**src/rtl/anneal_run_sequencer.sv**
```systemverilog
// anneal_run_sequencer
// Autonomous batch sequencer for the anneal control unit. A single start
// command drives RUN/RERUN/RESET through N primary runs, each followed by R
// reruns. It captures the spin read-out at the end of every run/rerun into a
// result FIFO, tagged {run_idx, rerun_idx}.
//
// Optional feature: define SEQ_TIMEOUT_EN to enable a 10-bit ACTIVE-state
// watchdog. When it fires it sets err_timeout and aborts the batch.
//
// Ports:
//   i_clk, i_rst            clock, synchronous active-high reset
//   start, abort            one-cycle command pulses
//   cfg_run_count           primary runs per batch (N)
//   cfg_reruns_per_run      reruns after each primary run (R)
//   cfg_gap_cycles          idle cycles between runs (minimum 2 enforced)
//   spin_read_out_valid     read-out strobe from the control unit
//   spin_data               spin vector, qualified by the strobe
//   seq_run/seq_rerun       RUN/RERUN levels to the control unit
//   seq_reset               RESET pulse to the control unit
//   busy, done              status level / completion pulse
//   err_timeout             sticky watchdog flag
//   res_valid/res_ready     result FIFO head handshake
//   res_data/res_tag        result FIFO head payload
module anneal_run_sequencer #(
  parameter int unsigned NUM_SPINS    = 50,
  parameter int unsigned RESULT_DEPTH = 8
) (
  input  logic                 i_clk,
  input  logic                 i_rst,
  input  logic                 start,
  input  logic                 abort,
  input  logic [7:0]           cfg_run_count,
  input  logic [7:0]           cfg_reruns_per_run,
  input  logic [7:0]           cfg_gap_cycles,
  input  logic                 spin_read_out_valid,
  input  logic [NUM_SPINS-1:0] spin_data,
  output logic                 seq_run,
  output logic                 seq_rerun,
  output logic                 seq_reset,
  output logic                 busy,
  output logic                 done,
  output logic                 err_timeout,
  output logic                 res_valid,
  input  logic                 res_ready,
  output logic [NUM_SPINS-1:0] res_data,
  output logic [15:0]          res_tag
);

  localparam int unsigned AW = $clog2(RESULT_DEPTH);
  localparam int unsigned CW = AW + 1;
  localparam int unsigned TW = 16;
  localparam int unsigned EW = TW + NUM_SPINS;

  typedef enum logic [2:0] {
    S_IDLE,
    S_CLR,
    S_GAP,
    S_ACTIVE,
    S_DONE
  } state_t;

  state_t          state, state_n;
  logic [7:0]      n_q, r_q, g_last_q;
  logic [7:0]      run_idx, rerun_idx, run_idx_n, rerun_idx_n;
  logic [7:0]      gap_cnt;
  logic            aborting;

  logic [EW-1:0]   mem [RESULT_DEPTH];
  logic [AW-1:0]   wr_ptr, rd_ptr, rd_ptr_n;
  logic [CW-1:0]   count, count_n;
  logic [EW-1:0]   push_entry;

  logic            timeout_c, abort_take_c, start_take_c, push_c, pop_c;
  logic            last_c, gap_done_c, fifo_full_c;

  // Command qualification
  assign start_take_c = (state == S_IDLE) && start && !abort;
  assign abort_take_c = (state != S_IDLE) && (abort || timeout_c);
  assign push_c       = (state == S_ACTIVE) && spin_read_out_valid && !abort_take_c;
  assign pop_c        = res_valid && res_ready;
  assign last_c       = (run_idx == (n_q - 8'd1)) && (rerun_idx == r_q);
  assign gap_done_c   = (gap_cnt == g_last_q);
  assign fifo_full_c  = (count == CW'(RESULT_DEPTH));
  assign push_entry   = {run_idx, rerun_idx, spin_data};

`ifdef SEQ_TIMEOUT_EN
  logic [9:0] wd_cnt;

  // Watchdog: wd_cnt holds (ACTIVE cycles so far - 1); fires on the 1023rd
  assign timeout_c = (state == S_ACTIVE) && !spin_read_out_valid && (wd_cnt == 10'd1022);

  always_ff @(posedge i_clk) begin
    if (i_rst) begin
      wd_cnt      <= 10'd0;
      err_timeout <= 1'b0;
    end else begin
      wd_cnt <= (state == S_ACTIVE) ? wd_cnt + 10'd1 : 10'd0;
      if (start_take_c)
        err_timeout <= 1'b0;
      else if (timeout_c)
        err_timeout <= 1'b1;
    end
  end
`else
  assign timeout_c   = 1'b0;
  assign err_timeout = 1'b0;
`endif

  // Next-state and index advance
  always_comb begin
    state_n     = state;
    run_idx_n   = run_idx;
    rerun_idx_n = rerun_idx;
    case (state)
      S_IDLE: begin
        if (start_take_c) begin
          state_n     = S_CLR;
          run_idx_n   = 8'd0;
          rerun_idx_n = 8'd0;
        end
      end
      S_CLR: begin
        if (aborting)
          state_n = S_IDLE;
        else if (n_q == 8'd0)
          state_n = S_DONE;
        else
          state_n = S_GAP;
      end
      S_GAP: begin
        if (gap_done_c && !fifo_full_c)
          state_n = S_ACTIVE;
      end
      S_ACTIVE: begin
        if (push_c) begin
          if (rerun_idx < r_q) begin
            rerun_idx_n = rerun_idx + 8'd1;
          end else begin
            rerun_idx_n = 8'd0;
            run_idx_n   = run_idx + 8'd1;
          end
          state_n = last_c ? S_DONE : S_GAP;
        end
      end
      S_DONE:  state_n = S_IDLE;
      default: state_n = S_IDLE;
    endcase
    if (abort_take_c)
      state_n = S_CLR;
  end

  // State, config, counters and registered control outputs
  always_ff @(posedge i_clk) begin
    if (i_rst) begin
      state     <= S_IDLE;
      n_q       <= 8'd0;
      r_q       <= 8'd0;
      g_last_q  <= 8'd1;
      run_idx   <= 8'd0;
      rerun_idx <= 8'd0;
      gap_cnt   <= 8'd0;
      aborting  <= 1'b0;
      seq_run   <= 1'b0;
      seq_rerun <= 1'b0;
      seq_reset <= 1'b0;
      busy      <= 1'b0;
      done      <= 1'b0;
    end else begin
      state     <= state_n;
      run_idx   <= run_idx_n;
      rerun_idx <= rerun_idx_n;
      aborting  <= abort_take_c;
      if (start_take_c) begin
        n_q      <= cfg_run_count;
        r_q      <= cfg_reruns_per_run;
        // Store G-1 with G clamped to at least 2
        g_last_q <= (cfg_gap_cycles < 8'd2) ? 8'd1 : cfg_gap_cycles - 8'd1;
      end
      if ((state_n == S_GAP) && (state != S_GAP))
        gap_cnt <= 8'd0;
      else if ((state == S_GAP) && !gap_done_c)
        gap_cnt <= gap_cnt + 8'd1;
      seq_run   <= (state_n == S_ACTIVE) && (rerun_idx_n == 8'd0);
      seq_rerun <= (state_n == S_ACTIVE) && (rerun_idx_n != 8'd0);
      seq_reset <= (state_n == S_CLR);
      busy      <= (state_n != S_IDLE);
      done      <= (state_n == S_DONE);
    end
  end

  // FIFO pointer/count next values
  always_comb begin
    rd_ptr_n = pop_c ? rd_ptr + AW'(1) : rd_ptr;
    count_n  = count + CW'(push_c) - CW'(pop_c);
  end

  // FIFO storage (no reset needed; pointers define contents)
  always_ff @(posedge i_clk) begin
    if (push_c)
      mem[wr_ptr] <= push_entry;
  end

  // FIFO pointers and registered head; bypass when the pushed entry becomes head
  always_ff @(posedge i_clk) begin
    if (i_rst) begin
      wr_ptr    <= '0;
      rd_ptr    <= '0;
      count     <= '0;
      res_valid <= 1'b0;
      res_data  <= '0;
      res_tag   <= '0;
    end else begin
      if (push_c)
        wr_ptr <= wr_ptr + AW'(1);
      rd_ptr    <= rd_ptr_n;
      count     <= count_n;
      res_valid <= (count_n != '0);
      if (count_n != '0) begin
        if (push_c && (wr_ptr == rd_ptr_n))
          {res_tag, res_data} <= push_entry;
        else
          {res_tag, res_data} <= mem[rd_ptr_n];
      end
    end
  end

endmodule

```
**config.mk**
```make
export PLATFORM = sky130hd
export DESIGN_NAME = anneal_run_sequencer
export DESIGN_NICKNAME = d
export VERILOG_FILES = /design/src/rtl/anneal_run_sequencer.sv
export SDC_FILE = /design/constraint.sdc
export NUM_CORES = 1
export LEC_CHECK = 0
export ABC_CLOCK_PERIOD_IN_PS = 10800
export BUFFER_PORTS_ARGS = -buffer_cell sky130_fd_sc_hd__buf_2
export CAP_MARGIN = 10
export CORE_ASPECT_RATIO = 0.5
export CORE_MARGIN = 2
export CORE_UTILIZATION = 35
export DETAILED_ROUTE_END_ITERATION = 8
export GPL_TIMING_DRIVEN = 0
export RECOVER_POWER = 50
export SLEW_MARGIN = 20
export SYNTH_ARGS = -nofsm -noshare
export SYNTH_HDL_FRONTEND = slang
export SYNTH_SLANG_ARGS = --single-unit
```
**constraint.sdc**
```tcl
create_clock -name i_clk -period 10.8 [get_ports i_clk]
set_input_delay 1.08 -clock i_clk [delete_from_list [all_inputs] [get_ports i_clk]]
set_output_delay 1.08 -clock i_clk [all_outputs]
set_load 0.02 [all_outputs]
```
==> results.md, run 1 <==
- DIE AREA: 77,200 µm²
- Initial Util: 35.6%
- Post-synth ARST share: 0%
- Clock power share: 32.7%
- Hold Fails Final Rpt: 0
- Placed Instance Area: 28,900 µm²
- Die Span X: 391 µm
- GRT overflow: 0
- DRC viols: 0
- Min Tclk post-route: 4.50 ns
- Cell area after synthesis: 26,200 µm²
- Clock Tree Buf Depth: 3
- Final setup violating endpoints: 0
- Kind of start point of the critical path: primary input
- Fin area: 30,800 µm²
- Ys Warns: 0
- Slowest-stage cell, CP: clkbuf_1
- Final core utilization: 41.8%
- Period Utilization, post-route: 41.7%
- First-pass GRT wire length: 91,300 µm
- CP required: 11.37 ns
- Hold crit path type: reg2reg
- Status: finished clean
- Worst slew pin tran: 1.35 ns
- Arrival @ worst endpoint: 5.07 ns
- Post-route ant nets: 0
- Power share of the combinational group: 22.6%
- Antenna violations before repair: 4
- Grt peak-use layer: met2
- TritonRoute pass-1 iters: 5
- # fillers: 6,687
- Slew HR: 9.25%
- Syn Inst Count: 1,602
- Largest net degree at the start of global routing: 21
- Net Sw Power: 1870 µW
- Share of the synthesized area in the top cell type: 60.5%
- DP Cell Count: 2,792
- Reg2Reg Setup Slack: 6.59 ns
- Reg power frac: 44.7%
- Proportion of layout cells with a drive suffix above 1: 20.5%
- Routability cong.: 0.824
- RSZ-0062 raised after global routing: no
- Hold path endpoint: res_tag[8]$_SDFFE_PP0P_
- Final Net Count: 1,984
- Sequential area share after synthesis: 70.8%
- Area grow syn2layout: 17.5%
- FMAX: 222 MHz
- Worst R2R Path Depth: 16
- Yosys top cell by area: edfxtp_1
- Met3 usage: 2.07%
- Core area: 73,600 µm²
- Detailed-route via count: 14.7k
- VDD IR max: 0.126 mV
- Num CTS Buffers: 60
- Most used cell, CP: inv_1
- Most common cell after layout, fill and taps aside: edfxtp_1
- Ports: 153
- Setup WS post-layout: 6.30 ns
- Post-Route Skew: 0.0498 ns
- R2R Path End: res_data[23]$_SDFFE_PP0P_
- Initial DRC count: 1,287
- Switching share of power: 28.4%
- Final Non-Filler Cells: 2,908
- Setup TNS: 0 ns
- Primary FF master, synth: edfxtp_1
- Max cap viols: 0
- # resized after CTS: 0
- Post-CTS setup buffers: 0
- Floorplan row count: 70
- Pint: 4700 µW
- Clk_lat worst skew: 0.65 ns
- Crit end category: register
- Worst-path fanout max: 10
- Critical R2R Launch: state[2]$_SDFF_PP0_
- Count of hold-fix buffers inserted at cts: 0
- DRT Wirelength: 60,300 µm
- Die Ht: 197 µm
- Synthesized area per cell: 16.3 µm²
- Worst setup path start: abort
- Clock slew seen by the registers of the worst setup and hold paths: 0.07 ns
- Critical path class: in2reg
- Worst path cell trace: clkbuf_1 -> nand2b_1 -> nor2_1 -> inv_1 -> ha_1 -> inv_1 -> ha_1 -> inv_1 -> fa_1 -> xor2_1 -> nand4b_1 -> nor2_1 -> buf_2 -> clkbuf_1 -> nand2_1 -> o21ai_1
- H-tree Lvls: 2
- Synth top area cells: edfxtp_1 61%, mux4_2 11%, dfxtp_1 10%
- Seq cells post-synth: 662
- Pre-CTS setup slack: 5.83 ns
- Commonest non-fill, non-tap cells in the layout: 528 x edfxtp_1, 190 x nand2_1, 166 x clkbuf_1, 134 x dfxtp_1, 132 x mux4_2
- WL per Instance: 20.7 µm
- Final Max Slew Viols: 0
- Hold path start: res_tag[8]$_SDFFE_PP0P_
- Post-DP HPWL: 41,300 µm
- Via-to-Cell Ratio: 5.04
- CTS Root Cell: clkbuf_16
- Vias in the first global route: 14.6k
- Worst hold path cell count: 2
- CTS sink count: 662
- Gr usage total: 15.7%
- Syn Nets: 1,704
- I/O Buffers: 150
- Yosys cell types: 69
- Cell Pwr Density: 213 nW/µm²
- Met2 Use GR: 25.3%
- LEAKAGE: 0.0108 µW
- CTS tree: built
- Crit-path max cell delay: 0.54 ns
- GR Util met1: 22.4%
- Post-synth EDFFs: 528
[through the flow]
| stage | total power [µW] | hold slack [ns] |
|---|---|---|
| floorplan | 4070 | 0.436 |
| global placement | 4520 | 0.431 |
| detailed placement | 4530 | 0.436 |
| CTS | 6690 | 0.445 |
| global route | 6880 | 0.461 |
| finish | 6560 | 0.443 |
[how the worst max path moves through the flow]
stage / slack (ns) / end / cells after the start
2_1_floorplan: 2.24 / mem[0][0]$_DFFE_PP_ / 5
3_3_place_gp: -5.27 / mem[0][11]$_DFFE_PP_ / 5
3_5_place_dp: 5.83 / res_data[24]$_SDFFE_PP0P_ / 15
4_1_cts: 6.52 / res_data[23]$_SDFFE_PP0P_ / 16
5_1_grt: 6.02 / res_data[23]$_SDFFE_PP0P_ / 16
6_report: 6.30 / res_data[23]$_SDFFE_PP0P_ / 16
[kinds of logic (layout without fill, tap and decap cells)]
logic type,Yosys count,after routing,synth area share [%]
and+or+nand+nor,337,337,5.89
muxes,200,200,14.0
AOI/OAI and AO/OA,224,224,4.83
DFF,662,662,70.8
buffers and inverters,112,444,1.93
xor gates and xnor gates,44,44,1.50
adders and majority gates,22,22,1.08
other,1,3,0.0143
[metal layers]
layer / part of all wire (%) / vias to the layer above
met1: 46 / 7509
met4: 1.8 / 0
met5: 0 / -
met3: 4.3 / 69
met2: 48 / 318
li1: - / 6760
[power by group through the flow]
stage          logic [µW]  clock network, µW  registers (µW)
3_5_place_dp         1550                  0            2990
4_1_cts              1550               2210            2930
5_1_grt              1630               2300            2950
2_1_floorplan         974                  0            3090
3_3_place_gp         1530                  0            2980
6_report             1480               2150            2930
[cell type report]
class,instances,area [µm²],area share (%)
clock buffer,85,1740,5.65
clock inverter,29,285,0.927
inverter,26,97.6,0.317
tap,972,1220,3.95
timing repair buffer,218,1340,4.36
multi-input combinational,828,7150,23.2
antenna,2,5.00,0.0163
buffer,86,407,1.32
sequential,662,18500,60.2
[worst max-delay path, delay by kind of cell]
kind	cells	cell delay, ns
buffers and inverters	6	1.71
and+or+nand+nor	5	1.11
adders and majority gates	3	0.84
xor gates and xnor gates	1	0.20
AOI/OAI and AO/OA	1	0.10
[state kept, by name (all words and copies together) (netlist names), 8 cells and up]
signal and cells:
mem 528, res_data 50, res_tag 16, g_last_q 8
gap_cnt 8, n_q 8, r_q 8, rerun_idx 8
run_idx 8
[cells in the mapped netlist, types with 3 or more instances]
library cell and instances:
edfxtp_1 528, nand2_1 190, dfxtp_1 134, mux4_2 132, o21ai_1 72, o21ai_0 70, mux2i_1 67, nor2_1 49
clkbuf_1 39, a21oi_1 38, buf_2 34, inv_1 25, nor3_1 24, xor2_1 24, ha_1 21, xnor2_1 19
nand3_1 15, buf_4 9, nand2b_1 9, a22oi_1 8, nor4_1 8, nand4_1 7, a31oi_1 6, a21o_1 5
or3_1 5, nor2b_1 4, and3_1 3, nand3b_1 3, nor3b_1 3, or4_1 3
(Power assumes the default switching activity.)
==> run 2: changes to the inputs <==
--- a/config.mk
+++ b/config.mk
@@ -5,7 +5,7 @@
 export SDC_FILE = /design/constraint.sdc
 export NUM_CORES = 1
 export LEC_CHECK = 0
-export ABC_CLOCK_PERIOD_IN_PS = 10800
+export ABC_CLOCK_PERIOD_IN_PS = 4000
 export BUFFER_PORTS_ARGS = -buffer_cell sky130_fd_sc_hd__buf_2
 export CAP_MARGIN = 10
 export CORE_ASPECT_RATIO = 0.5
==> constraint.sdc (replaced) <==
create_clock -name i_clk -period 4 [get_ports i_clk]
set_input_delay 0.4 -clock i_clk [delete_from_list [all_inputs] [get_ports i_clk]]
set_output_delay 0.4 -clock i_clk [all_outputs]
set_load 0.02 [all_outputs]
==> results.md, run 2 (same netlist as run 1, synthesis figures left out) <==
- Status: finished clean
- Cell Pwr Density: 565 nW/µm²
- Antenna violations before repair: 1
- H-tree Lvls: 2
- Die Span X: 391 µm
- Critical R2R Launch: state[2]$_SDFF_PP0_
- Clock power share: 31.2%
- DRT Wirelength: 60,500 µm
- Proportion of layout cells with a drive suffix above 1: 18.9%
- Biggest regs: mem (528), res_data (50), res_tag (16)
- Pint: 12,400 µW
- Largest net degree at the start of global routing: 20
- DP Cell Count: 2,769
- Critical Path End: res_data[43]$_SDFFE_PP0P_
- LEAKAGE: 0.0106 µW
- Stages on the worst setup path: 15
- Largest register FFs: 528
- GR Util met1: 22.2%
- Gr usage total: 15.7%
- Area grow syn2layout: 17.3%
- Hold crit path type: in2reg
- First-pass GRT wire length: 91,500 µm
- Setup TNS: 0 ns
- Slew HR: 32.4%
- Crit end category: register
- Final Max Slew Viols: 0
- Clock slew seen by the registers of the worst setup and hold paths: 0.06 ns
- Switching share of power: 28.7%
- Arrival @ worst endpoint: 4.28 ns
- CP top delay family: buffers and inverters
- Met3 usage: 2.30%
- Detailed-route via count: 14.7k
- Commonest non-fill, non-tap cells in the layout: 528 x edfxtp_1, 190 x nand2_1, 174 x clkbuf_1, 134 x dfxtp_1, 132 x mux4_2
- Clock Tree Buf Depth: 3
- Final Non-Filler Cells: 2,885
- Worst-path fanout max: 10
- Initial Util: 35.6%
- Min Tclk post-route: 3.83 ns
- Met2 Use GR: 25.6%
- Crit-path max cell delay: 0.40 ns
- Final Net Count: 1,964
- Post-Route Skew: 0.0557 ns
- Reg2Reg Setup Slack: 0.17 ns
- Ports: 153
- Hold Fails Final Rpt: 0
- DRC viols: 0
- R2R Path End: res_data[43]$_SDFFE_PP0P_
- Final hold slack: 0.0288 ns
- Slowest-stage cell, CP: fa_1
- Num CTS Buffers: 59
- Worst setup path start: state[2]$_SDFF_PP0_
- DIE AREA: 77,200 µm²
- CTS sink count: 662
- Biggest register: mem
- CTS tree: built
- Kind of start point of the critical path: register
- Routability cong.: 0.818
- GRT overflow: 0
- Post-DP HPWL: 41,000 µm
- Critical path buffers and inverters: 6
- Clk_lat worst skew: 0.64 ns
- Most common cell after layout, fill and taps aside: edfxtp_1
- Final setup violating endpoints: 0
- Post-route ant nets: 0
- Reg power frac: 45.5%
- Grt peak-use layer: met2
- CP required: 4.45 ns
- Initial DRC count: 1,304
- Worst R2R Path Depth: 15
- Vias in the first global route: 14.7k
- FMAX: 261 MHz
- I/O Buffers: 150
- TritonRoute pass-1 iters: 5
- Via-to-Cell Ratio: 5.08
- Power share of the combinational group: 23.3%
- Worst slew pin tran: 1.01 ns
- Post-route total power: 17,400 µW
- RSZ-0062 raised after global routing: yes
- Critical path class: reg2reg
- WL per Instance: 21.0 µm
- CTS Root Cell: clkbuf_16
- Net Sw Power: 4980 µW
- Core area: 73,600 µm²
- Period Utilization, post-route: 95.7%
- Max cap viols: 0
- Die Ht: 197 µm
- Floorplan row count: 70
- VDD IR max: 0.391 mV
- Worst path cell trace: buf_2 -> nand3b_4 -> nor2_2 -> inv_2 -> ha_1 -> inv_1 -> ha_1 -> inv_1 -> fa_1 -> xor2_1 -> nand4b_1 -> nand2b_1 -> clkbuf_4 -> clkbuf_1 -> o21ai_0
## run 2: cell count changes in the layout (fill, tap and decap cells not counted), moves of 3 or more
cell and delta:
clkbuf_8 -5, nor3_1 -3, buf_4 -33, clkbuf_16 -3
buf_6 -3, clkinv_1 +7, clkinv_2 -5, clkbuf_1 +8
dlygate4sd3_1 +4, buf_8 +26, nor3_4 +4, clkbuf_2 +4
buf_2 -20
## run 2: power by group through the flow
stage / registers (µW) / logic (µW) / clock network [µW]
final: 7910 / 4040 / 5420
after global routing: 7950 / 4440 / 5790
after CTS: 7910 / 4220 / 5520
after detailed placement: 8060 / 4210 / 0
after global placement: 8050 / 4160 / 0
after floorplan: 8350 / 2630 / 0
## run 2: worst min-delay path by stage
stage / start / endpoint / slack [ns] / cells after the start
2_1_floorplan: r_q[1]$_SDFFE_PP0P_ / r_q[1]$_SDFFE_PP0P_ / 0.44 / 2
3_3_place_gp: res_data[2]$_SDFFE_PP0P_ / res_data[2]$_SDFFE_PP0P_ / 0.43 / 2
3_5_place_dp: res_tag[8]$_SDFFE_PP0P_ / res_tag[8]$_SDFFE_PP0P_ / 0.43 / 2
4_1_cts: cfg_reruns_per_run[7] / r_q[7]$_SDFFE_PP0P_ / 0.003 / 3
5_1_grt: cfg_run_count[5] / n_q[5]$_SDFFE_PP0P_ / 0.01 / 3
6_report: cfg_run_count[5] / n_q[5]$_SDFFE_PP0P_ / 0.03 / 3
## run 2: repair_timing
| action | 4_1_cts | 5_1_grt |
|---|---|---|
| hold buffers | 4 | 0 |
| buffers inserted | 0 | 0 |
| gates resized for setup | 2 | 13 |
| setup endpoints to repair | 11 | 41 |
| endpoints found under the hold margin | 4 | 0 |
## run 2: final cells by class
| class | count | area [µm²] |
|---|---|---|
| Multi-Input combinational cell | 828 | 7230 |
| Inverter | 26 | 97.6 |
| Fill cell | 6693 | 42800 |
| Timing Repair Buffer | 199 | 1390 |
| Buffer | 86 | 422 |
| Sequential cell | 662 | 18500 |
| Antenna cell | 1 | 2.50 |
| Clock inverter | 27 | 209 |
| Clock buffer | 84 | 1620 |
| Tap cell | 972 | 1220 |
## run 2: stage by stage
| step | util [%] | setup WS (ns) | cell area [µm²] |
|---|---|---|---|
| 3_3_place_gp | 38.3 | -3.86 | 28200 |
| 5_1_grt | 41.8 | -0.0259 | 30700 |
| 6_report | 41.8 | 0.172 | 30700 |
| 3_5_place_dp | 39.4 | -0.422 | 29000 |
| 2_1_floorplan | - | -0.516 | 26200 |
| 4_1_cts | 42.0 | 0.00984 | 30900 |
## run 2: per-layer routing
layer  share of wire, %  wire length (µm)
met1                 45             27300
met2                 48             29000
met3                5.1              3090
met4                1.9              1130
met5                  0                 0
## run 2: tightest hold or removal path, stage by stage
cell and delay, ns:
buf_2 0.09, nand2_1 0.05, a21oi_1 0.05
